**src/rtl/qs_srt_ucode_fetch.sv**
```systemverilog
// Microcode fetch/sequencer stage for the quicksort engine: owns the PC, drives the
// ucode ROM address and holds one fetched word behind a valid/ready handshake.
module qs_srt_ucode_fetch #(
  parameter int PC_W     = 8,
  parameter int INST_W   = 16,
  parameter int RESET_PC = 0,
  parameter int ERR_PC   = 128,
  parameter int CNT_W    = 32
) (
  input  logic              clk,
  input  logic              rst,
  output logic [PC_W-1:0]   ra,
  input  logic [INST_W-1:0] rin,
  input  logic              redirect_vld_i,
  input  logic [PC_W-1:0]   redirect_pc_i,
  output logic              fetch_vld_o,
  output logic [INST_W-1:0] fetch_inst_o,
  output logic [PC_W-1:0]   fetch_pc_o,
  input  logic              fetch_rdy_i,
  output logic              err_o,
  output logic [CNT_W-1:0]  fetch_cnt_o
);

  localparam logic [PC_W-1:0] LP_RESET_PC = PC_W'(RESET_PC);
  localparam logic [PC_W-1:0] LP_ERR_PC   = PC_W'(ERR_PC);

  logic [PC_W-1:0]   r_pc;
  logic [PC_W-1:0]   r_fetchPc;
  logic [INST_W-1:0] r_fetchInst;
  logic              r_fetchVld;
  logic              r_err;
  logic [CNT_W-1:0]  r_cnt;

  logic              w_xfer;
  logic              w_load;
  logic [PC_W-1:0]   w_ra;

  // A redirect makes the held word wrong-path, so it never counts as accepted.
  assign w_xfer = r_fetchVld & fetch_rdy_i & ~redirect_vld_i;
  assign w_load = redirect_vld_i | ~r_fetchVld | w_xfer;
  assign w_ra   = redirect_vld_i ? redirect_pc_i : r_pc;

  always_ff @(posedge clk) begin
    if (rst) begin
      r_pc        <= LP_RESET_PC;
      r_fetchPc   <= '0;
      r_fetchInst <= '0;
      r_fetchVld  <= 1'b0;
      r_err       <= 1'b0;
      r_cnt       <= '0;
    end else begin
      if (w_load) begin
        r_fetchInst <= rin;
        r_fetchPc   <= w_ra;
        r_fetchVld  <= 1'b1;
        r_pc        <= w_ra + PC_W'(1);
        if (w_ra == LP_ERR_PC) begin
          r_err <= 1'b1;
        end
      end
      if (w_xfer && (r_cnt != '1)) begin
        r_cnt <= r_cnt + CNT_W'(1);
      end
    end
  end

  assign ra           = w_ra;
  assign fetch_vld_o  = r_fetchVld;
  assign fetch_inst_o = r_fetchInst;
  assign fetch_pc_o   = r_fetchPc;
  assign err_o        = r_err;
  assign fetch_cnt_o  = r_cnt;

endmodule

```
**config.mk**
```make
export PLATFORM = sky130hd
export DESIGN_NAME = qs_srt_ucode_fetch
export DESIGN_NICKNAME = d
export VERILOG_FILES = /design/src/rtl/qs_srt_ucode_fetch.sv
export SDC_FILE = /design/constraint.sdc
export NUM_CORES = 1
export LEC_CHECK = 0
export CORE_MARGIN = 2
export CORE_UTILIZATION = 41
export DETAILED_ROUTE_END_ITERATION = 12
export PLACE_DENSITY = 0.8
export REMOVE_ABC_BUFFERS = 1
export SLEW_MARGIN = 20
export SYNTH_ARGS = -nofsm -noshare
export SYNTH_HDL_FRONTEND = slang
export SYNTH_SLANG_ARGS = --single-unit
export TNS_END_PERCENT = 10
```
**constraint.sdc**
```tcl
create_clock -name clk -period 3.6 [get_ports clk]
set_input_delay 0.36 -clock clk [delete_from_list [all_inputs] [get_ports clk]]
set_output_delay 0.36 -clock clk [all_outputs]
set_load 0.05 [all_outputs]
```
Word-level counts from Yosys, hierarchy flattened --
Index checks and enable logic that the tools add are counted.
Operators by class: add/sub/neg operators 2, equality and inequality tests 2, multiplexer cells 1, bitwise operators 6, reductions and logical operators 2
Operators with widths (number):
- $add 32x1->32 const B | 1
- $ne 32x32->1 const B | 1
- $add 8x1->8 const B | 1
- $eq 8x8->1 const B | 1
- $mux 8 | 1
- $and 1x1->1 | 2
- $not 1->1 | 2
- $or 1x1->1 | 2
- $reduce_and 2->1 | 1
- $logic_and 1x1->1 | 1
Word-level totals: bits in registers 66, input port bits 28

Longest topological paths before layout --
Gate-level depths: netlist of run 1.
word-level depth 4, depth in mapped cells 8, mapped depth without buffers 7

Least setup slack after synthesis of run 1 --
Ideal clock, no wire load.
path kind reg-to-reg, from reg r_cnt[7], in the netlist fetch_cnt_o[7], to reg r_cnt[27], in the netlist fetch_cnt_o[27], library setup time 0.123 ns, data arrival time 2.285 ns, required time 3.477 ns, slack 1.191 ns, cell stages (with the launch flop) 7, buffers on the path 1, clock period less this slack 2.409 ns, path through dfxtp_1 nand4_1 or4_4 nor3_4 buf_6 nor3_1 mux2_1
On the way: word-level cells in the longest chain between the ends 2, elaborated cells between the ends (all ways) 3, those cells by class add/sub: 1; eq/ne: 1; reduce/logical: 1
Ends and longest elaborated chain:
- from (decl) | RTL line 32 | logic [CNT_W-1:0] r_cnt;
- from (signal assigned) | RTL line 62 | r_cnt <= r_cnt + CNT_W'(1);
- branches (longest 2 deep; another with $add 32x1->32)
Several ways; the timed one is not identified. A chain may end at the register's enable or synchronous reset.

Final worst setup path of run 1 --
from in redirect_vld_i, to out ra[2]
On the way: word-level cells in the longest chain between the ends 1
Ends and longest elaborated chain:
- from (decl) | RTL line 14 | input logic redirect_vld_i,
- $mux 8 | RTL line 41 | assign w_ra = redirect_vld_i ? redirect_pc_i : r_pc;
- to (decl) | RTL line 12 | output logic [PC_W-1:0] ra,
No other way between the ends.

==> impl_results.md, run 1 <==
* Synth Instances at approximately 380
* Yosys cell types at 43
* R2R cell count at 6
* Die Ht at 90.4 um
* Int Power at approximately 1.2 mW
* Top FF cell, synth: dfxtp_1
* First-pass GRT wire length at 12900 um
* Hold Crit Depth at 2
* Hpwl dp at approximately 5400 um
* Flop2flop setup slack at roughly 1.1 ns
* Worst Setup End Kind: output port
* CP Cell Sequence: clkdlybuf4s50_1 > mux2i_1 > inv_1 > clkdlybuf4s50_1
* H-tree level count at 3
* Critical Path Start Type: input pin
* Post-place setup slack at a little under 0.6 ns
* Vias at approximately 3.1k
* CTS resizes at 0
* Post-route ant nets at 0
* Largest net degree at the start of global routing at 66
* Layout cells sized above 1 at between 7 and 8%
* Post-Syn Area at a little over 0.003 mm^2
* Filler cells at approximately 650
* Number of global-route vias before repair at between 2k and 3k
* Post-CTS Setup Bufs at 0
* Final Max Slew Viols at 0
* Num Clock Sinks at 66
* Clock share of power at roughly 37%
* Die ar. at 0.00818 mm^2
* Met1 Track Usage GR at 23.4%
* Min-Delay Path Class: reg -> reg
* Worst Hold End: r_pc[1]
* Final Util at roughly three fifths
* Grt met3 use at about 6.4%
* Rel. slew slack at 51.7%
* Post-layout total power at roughly 1.7 mW
* Tcrit/Tclk final at a little under nine tenths
* Number of synthesized flops with an enable pin at 0
* Leading area contributor after synthesis: dfxtp_1
* Final hold violations at 0
* Seq/Total Area, Yosys at 43.1%
* Crit Path Category: in -> out
* Routed wire per std cell at 13.7 um
* Final Skew at 0.0139 ns
* Post-synth ARST share at 0%
* Clk slew on worst S/H paths at ~0.070 ns
* Net Sw Power at approximately 0.47 mW
* Post-layout minimum cycle time at ~3 ns
* DRC viols at 0
* Post-synth top cells: dfxtp_1 (66), nand2_1 (55), a21oi_1 (41)
* Syn avg cell area at around 8.2 um^2
* Ranking of synthesized cells by area: dfxtp_1 (43%), nand2_1 (6.7%), a21oi_1 (6.7%)
* Boundary Pins at 94
* Nets@finish at ~490
* Critical path fanouts, max at 12
* Slew @ Worst Pin at between 0.7 and 0.8 ns
* Met2 Use GR at between 30 and 40%
* Synth warnings at 0
* TNS Setup at 0 ns
* Pwr dens at around 390 mW/mm^2
* Max Cap Viol at 0
* Std cell rows at 31
* Antenna violations before repair at 0
* Core area at 0.00725 mm^2
* CP arrival at 2.71 ns
* Seq pwr share at between 40% and 50%
* Vias per cell at about 5.5
* Crit path required time at 3.24 ns
* Status: finished, final reports clean
* CTS tree: done
* Clock latency on the worst-skew pair at 0.34 ns
* Unrepaired setup endpoints after global routing: false
* Cts hold-fix bufs at 0
* Worst min-delay path startpoint: r_pc[1]
* Gr usage total at 19.1%
* R2R Path End: fetch_cnt_o[16]
* Die Width at around 90 um
* Longest Clk Path Bufs at 2
* Most frequent cell after synthesis: dfxtp_1
* # port buffers at 93
* P_leak at about 1.5 nW
* Clock root buffer: clkbuf_8
* Slowest CP cell: clkdlybuf4s50_1
* Final WS setup at ~0.53 ns
* Final WL at 7710 um
* Initial Util at approximately 42%
* Busiest layer in global routing: met2
* Area Overhead vs Synth at 38.6%
* Reg-to-Reg Start: fetch_cnt_o[7]
* Routability cong. at around 0.87
* F_max at approximately 0.33 GHz
* Yosys reg bits at 66
* Pre-antenna DRT Iters at 4
* Setup-failing EPs final at 0
* Gr ovfl total at 0
* Net Sw Frac at between 20% and 30%
* Worst Path Buf+Inv at 3
* Clock buffer count from CTS at 9
* Drt initial violations at 178
* Max IR drop VDD at approximately 250 uV
* # diodes at 0
* Combinational power share at 17.0%
* Crit path largest cell delay at 0.87 ns
* Yosys top cell area share at between 40% and 50%
* Critical path's top delay family: buffers and inverters
* Top cell by count, worst path: clkdlybuf4s50_1
-- per-stage QoR --
stage / hold slack, ns / instance area, um^2 / std cells
floorplan: 0.423 / 2950 / 352
global placement: 0.437 / 4050 / 548
detailed placement: 0.443 / 4050 / 548
CTS: 0.453 / 4250 / 564
global route: 0.471 / 4250 / 564
finish: 0.451 / 4250 / 564
-- cells by family (layout without fill, tap and decap cells) --
family / after synthesis / in the layout / share of synthesized area (%)
xor+xnor: 3 / 3 / 0.858
mux: 12 / 12 / 4.13
simple gates: 167 / 167 / 27.5
buf+inv: 34 / 124 / 4.98
compound gates: 90 / 90 / 18.1
flops: 66 / 66 / 43.1
fa+ha+maj: 3 / 3 / 1.23
-- worst min-delay path: cells and delay by family, from the launching register on --
family          cells  cell delay (ns)
flops               1             0.31
simple gates        1             0.05
compound gates      1             0.05
-- layout by cell type (no fill, tap or decap), types with 8 or more instances in the layout --
cell type         n
clkdlybuf4s50_1  92
dfxtp_1          66
nand2_1          55
a21oi_1          41
nor2_1           30
nand3_1          18
o21ai_0          15
or3_1            12
inv_1            11
clkbuf_8         10
nand4_1           9
or4_1             8
-- how the worst max path moves through the flow --
stage | slack [ns] | endpoint | from | cells after the start
after floorplan | 0.62 | fetch_cnt_o[27] | fetch_cnt_o[7] | 5
after global placement | 0.64 | ra[2] | redirect_vld_i | 4
after detailed placement | 0.59 | ra[2] | redirect_vld_i | 4
after CTS | 0.57 | ra[2] | redirect_vld_i | 4
after global routing | 0.48 | ra[2] | redirect_vld_i | 4
final | 0.53 | ra[2] | redirect_vld_i | 4
-- layer usage --
layer	vias to the layer above	wire (um)
li1	1532	-
met1	1423	3410
met2	113	3490
met3	11	698
met4	0	117
met5	-	0
-- power by group through the flow --
| stage | combinational [mW] | sequential, mW | clock, mW |
|---|---|---|---|
| 2_1_floorplan | 0.0997 | 0.855 | 0 |
| 6_report | 0.285 | 0.773 | 0.614 |
| 5_1_grt | 0.303 | 0.776 | 0.662 |
| 4_1_cts | 0.286 | 0.773 | 0.626 |
| 3_5_place_dp | 0.284 | 0.789 | 0 |
| 3_3_place_gp | 0.282 | 0.788 | 0 |
-- state kept, by name, summed over array words and instances, names as in the netlist --
signal and cells:
fetch_cnt_o 32, fetch_inst_o 16, fetch_pc_o 8, r_pc 8, err_o 1, fetch_vld_o 1
-- final cells by class --
type	count	area, um^2	share of cell area [%]
clock buffer	12	145	3.42
clock inverter	4	51.3	1.21
inverter	11	41.3	0.973
multi-input combinational	275	1590	37.5
sequential	66	1320	31.1
tap	99	124	2.92
timing repair buffer	97	968	22.8
No activity file was read; power rests on OpenSTA's default activity.
==> inputs of run 2 (changes only) <==
--- a/config.mk
+++ b/config.mk
@@ -5,12 +5,13 @@
 export SDC_FILE = /design/constraint.sdc
 export NUM_CORES = 1
 export LEC_CHECK = 0
+export CORE_ASPECT_RATIO = 1.2
 export CORE_MARGIN = 2
 export CORE_UTILIZATION = 41
+export CTS_CLUSTER_SIZE = 20
 export DETAILED_ROUTE_END_ITERATION = 12
 export PLACE_DENSITY = 0.8
 export REMOVE_ABC_BUFFERS = 1
-export SLEW_MARGIN = 20
 export SYNTH_ARGS = -nofsm -noshare
 export SYNTH_HDL_FRONTEND = slang
 export SYNTH_SLANG_ARGS = --single-unit
==> impl_results.md, run 2 (same netlist as run 1, synthesis figures left out) <==
* CTS resizes at 0
* Most frequent cells in the layout: clkdlybuf4s50_1 (92), dfxtp_1 (66), nand2_1 (55)
* Final Skew at approximately 0.0069 ns
* CP Cell Sequence: clkdlybuf4s50_1 > mux2i_1 > inv_1 > clkdlybuf4s50_1
* CTS tree: done
* Initial Util at between 40% and 50%
* Pwr dens at 395 mW/mm^2
* Crit Path Category: in -> out
* # diodes at 0
* Critical Path Start Type: input pin
* Clk slew on worst S/H paths at 0.07 ns
* Die Ht at 98.7 um
* Critical path fanouts, max at 12
* Die ar. at approximately 0.0082 mm^2
* Nets@finish at between 400 and 500
* Slowest CP cell: clkdlybuf4s50_1
* Std cell rows at 34
* Layout cells sized above 1 at 7.96%
* R2R cell count at 6
* First-pass GRT wire length at between 10000 and 15000 um
* Net Sw Power at between 0.4 and 0.5 mW
* Pre-antenna DRT Iters at 5
* Worst Hold End: fetch_inst_o[2]
* Num Clock Sinks at between 60 and 70
* Cts hold-fix bufs at 0
* Seq pwr share at roughly 46%
* Top cell by count, worst path: clkdlybuf4s50_1
* F_max at ~0.33 GHz
* Post-route ant nets at 0
* Crit path largest cell delay at about 0.85 ns
* H-tree level count at 3
* Routed wire per std cell at about 14 um
* Max FFs per register at 32
* Tcrit/Tclk final at ~85%
* Area Overhead vs Synth at 38.2%
* Longest Clk Path Bufs at 2
* Final Max Slew Viols at 0
* Slew @ Worst Pin at about 0.73 ns
* Status: finished, final reports clean
* Boundary Pins at 94
* Antenna violations before repair at 0
* Worst Setup End Kind: output port
* Worst min-delay path startpoint: fetch_inst_o[2]
* # port buffers at just over 90
* Hpwl dp at ~5700 um
* Clock buffer count from CTS at 9
* Vias per cell at approximately 5.6
* R2R Path End: fetch_cnt_o[16]
* Largest net degree at the start of global routing at 40
* Number of global-route vias before repair at 2915
* Reg-to-Reg Start: fetch_cnt_o[7]
* Post-CTS Setup Bufs at 0
* Most common cell after layout, fill and taps aside: clkdlybuf4s50_1
* Min-Delay Path Class: reg -> reg
* Unrepaired setup endpoints after global routing: false
* Int Power at approximately 1.2 mW
* Clock root buffer: clkbuf_8
* Flop2flop setup slack at between 1 and 1.5 ns
* Rel. slew slack at between 50 and 60%
* Core area at around 0.0072 mm^2
* Gr usage total at ~20%
* Combinational power share at 16.9%
* Gr ovfl total at 0
* Clock latency on the worst-skew pair at 0.34 ns
* P_leak at roughly 1.5 nW
* Drt initial violations at 283
* Hold Crit Depth at 2
* Vias at approximately 3.1k
* Max Cap Viol at 0
* Final Util at 58.5%
* Setup-failing EPs final at 0
* Final hold violations at 0
* Net Sw Frac at a little under 30%
* Post-layout minimum cycle time at ~3.1 ns
* TNS Setup at 0 ns
* Max IR drop VDD at ~210 uV
* Die Width at just over 80 um
* Crit path required time at roughly 3.2 ns
* Final WL at between 7000 and 8000 um
* Clock share of power at a little under two fifths
* CP arrival at around 2.7 ns
* Routability cong. at 0.895
* DRC viols at 0
run 2: cell types whose count changed in the layout (fill, tap and decap cells not counted):
cell      delta
clkbuf_1     -2
clkbuf_8     -1
clkinv_2     +2
clkinv_4     +1
run 2: metal layers:
layer | vias to the layer above | part of all wire (%) | GRT usage [%]
li1 | 1535 | - | -
met1 | 1435 | 42 | 24.0
met2 | 109 | 49 | 32.8
met5 | - | 0 | 0
met4 | 0 | 2.4 | 11.2
met3 | 18 | 6.5 | 4.77
run 2: critical path: cells and delay by family:
kind                   cells  cell delay (ns)
buffers and inverters      3             1.77
multiplexers               1             0.56
run 2: power by group through the flow:
stage                     sequential (mW)  combinational, mW  clock, mW
after floorplan                     0.855             0.0997          0
after global placement              0.788              0.281          0
after detailed placement            0.789              0.284          0
after CTS                           0.772              0.285      0.633
after global routing                0.775              0.304      0.660
final                               0.772              0.283      0.615
run 2: worst max-delay path by stage:
stage / from / to / slack [ns]
after global routing: redirect_vld_i / ra[2] / 0.45
after detailed placement: redirect_vld_i / fetch_cnt_o[26] / 0.53
final: redirect_vld_i / ra[2] / 0.54
after CTS: redirect_vld_i / ra[2] / 0.52
after floorplan: fetch_cnt_o[7] / fetch_cnt_o[27] / 0.62
after global placement: redirect_vld_i / ra[2] / 0.62
run 2: metrics by stage:
stage	std cells	setup WS (ns)	total power [mW]	hold slack (ns)	instance area [um^2]
floorplan	352	0.616	0.955	0.423	2950
CTS	555	0.521	1.69	0.456	4230
detailed placement	539	0.529	1.07	0.446	4040
finish	555	0.543	1.67	0.453	4230
global placement	539	0.617	1.07	0.437	4040
global route	555	0.451	1.74	0.478	4230
run 2: cell type report:
type,count,area [um^2]
clock buffers,9,124
clock inverters,7,70.1
fillers,655,3000
inverters,11,41.3
multi-input cells,275,1590
flip-flops and latches,66,1320
well taps,90,113
repair buffers,97,968
==> inputs of run 3 (changes only) <==
--- a/config.mk
+++ b/config.mk
@@ -10,7 +10,7 @@
 export CORE_UTILIZATION = 41
 export CTS_CLUSTER_SIZE = 20
 export DETAILED_ROUTE_END_ITERATION = 12
-export PLACE_DENSITY = 0.8
+export PLACE_DENSITY = 0.82
 export REMOVE_ABC_BUFFERS = 1
 export SYNTH_ARGS = -nofsm -noshare
 export SYNTH_HDL_FRONTEND = slang
==> constraint.sdc (replaced) <==
create_clock -name clk -period 2.54 [get_ports clk]
set_input_delay 0.254 -clock clk [delete_from_list [all_inputs] [get_ports clk]]
set_output_delay 0.254 -clock clk [all_outputs]
set_load 0.05 [all_outputs]
==> impl_results.md, run 3 (same netlist as run 1, synthesis figures left out) <==
* Final Skew at ~0.0054 ns
* First-pass GRT wire length at approximately 14000 um
* Vias per cell at 5.59
* DRC viols at 0
* Min-Delay Path Class: in -> reg
* Worst Setup End Kind: flop
* Clock root buffer: clkbuf_8
* Clk slew on worst S/H paths at 0.07 ns
* CP Cell Sequence: nand4_1 > or4_4 > nor3_4 > buf_12 > nor3_1 > mux2_1
* Critical path depth in cells at 6
* Max IR drop VDD at 315 uV
* Longest Clk Path Bufs at 2
* Clock buffer count from CTS at 9
* CTS resizes at 0
* Critical path fanouts, max at 33
* Boundary Pins at 94
* Die Width at approximately 83 um
* Nets@finish at slightly above 500
* Hold Crit Depth at 2
* Rel. slew slack at about 52%
* # diodes at 0
* Non-filler cells, final at between 500 and 600
* Setup-failing EPs final at 0
* Antenna violations before repair at 0
* Status: finished, final reports clean
* Post-layout minimum cycle time at 2.24 ns
* Flop2flop setup slack at between 0.3 and 0.4 ns
* Cts hold-fix bufs at 0
* F_max at 0.447 GHz
* CTS tree: done
* Critical path's top delay family: simple AND/OR/NAND/NOR gates
* Crit path required time at 2.76 ns
* Crit path largest cell delay at 0.60 ns
* Number of global-route vias before repair at roughly 3.1k
* Post-route ant nets at 0
* Filler cells at around 640
* Slew @ Worst Pin at ~0.73 ns
* Final WS setup at about 0.3 ns
* Crit Path Category: reg -> reg
* Num Clock Sinks at between 60 and 70
* Final Util at 59.7%
* Layout cells sized above 1 at between 10% and 20%
* R2R cell count at 6
* Gr usage total at about a fifth
* Final hold violations at 0
* Post-CTS Setup Bufs at 0
* Area Overhead vs Synth at 41.0%
* Routed wire per std cell at roughly 15 um
* Die Ht at around 99 um
* Critical Path Start Type: flop
* Max Cap Viol at 0
* Hpwl dp at 5870 um
* Most frequent cells in the layout: clkdlybuf4s50_1 (84), dfxtp_1 (66), nand2_1 (55)
* Inst Count DP at approximately 550
* Clock latency on the worst-skew pair at about 0.33 ns
* Std cell rows at 34
* Most common cell after layout, fill and taps aside: clkdlybuf4s50_1
* Die ar. at 0.00818 mm^2
* Final Max Slew Viols at 0
* Post-layout total power at ~2.4 mW
* Drt initial violations at 201
* H-tree level count at 3
* Routability cong. at 0.835
* Max FFs per register at 32
* Worst Hold End: fetch_cnt_o[6]
* Initial Util at between 40% and 50%
* Unrepaired setup endpoints after global routing: false
* Post-place setup slack at between 0.1 and 0.15 ns
* Tcrit/Tclk final at 88.0%
* Core area at between 0.007 and 0.008 mm^2
* CP arrival at 2.46 ns
* Final WL at about 8400 um
* P_leak at ~1.6 nW
* Worst Path Buf+Inv at 1
* Gr ovfl total at 0
* Reg-to-Reg Start: fetch_cnt_o[26]
* Worst min-delay path startpoint: rst
* R2R Path End: fetch_cnt_o[16]
* Pre-antenna DRT Iters at 4
* Vias at 3164
* Pwr dens at between 500 and 600 mW/mm^2
* # port buffers at 93
* Largest net degree at the start of global routing at 38
* Slowest CP cell: or4_4
run 3: through the flow:
| stage | TNS (ns) | cell area, um^2 | hold WS (ns) |
|---|---|---|---|
| floorplan | -7.87 | 2950 | 0.323 |
| global placement | 0 | 4130 | 0.437 |
| detailed placement | 0 | 4130 | 0.442 |
| CTS | 0 | 4320 | 0.436 |
| global route | 0 | 4320 | 0.478 |
| finish | 0 | 4320 | 0.443 |
run 3: final cells by class:
class                   count  area [um^2]  area share (%)
well taps                  90          113            2.61
clock inverters             3         40.0           0.927
inverters                  11         41.3           0.956
flip-flops and latches     66         1320            30.6
multi-input cells         275         1590            36.9
repair buffers            110         1060            24.5
clock buffers              11          151            3.51
run 3: metal layers:
layer,part of all wire [%],vias up,global-route usage (%)
li1,-,1555,-
met1,44,1492,25.0
met2,49,103,36.6
met3,5.2,14,4.36
met4,1.6,0,8.95
met5,0,-,0
run 3: worst max-delay path by stage:
stage | startpoint | end
floorplan | fetch_cnt_o[7] | fetch_cnt_o[27]
global placement | fetch_rdy_i | fetch_cnt_o[29]
detailed placement | fetch_rdy_i | fetch_cnt_o[29]
CTS | fetch_cnt_o[26] | fetch_cnt_o[16]
global route | fetch_cnt_o[7] | fetch_cnt_o[29]
finish | fetch_cnt_o[26] | fetch_cnt_o[16]
run 3: power breakdown:
part | switching [mW] | internal (mW) | total (mW)
clock network | 0.397 | 0.493 | 0.891
registers | 0.0210 | 1.07 | 1.09
logic | 0.262 | 0.155 | 0.416
total | 0.680 | 1.72 | 2.40
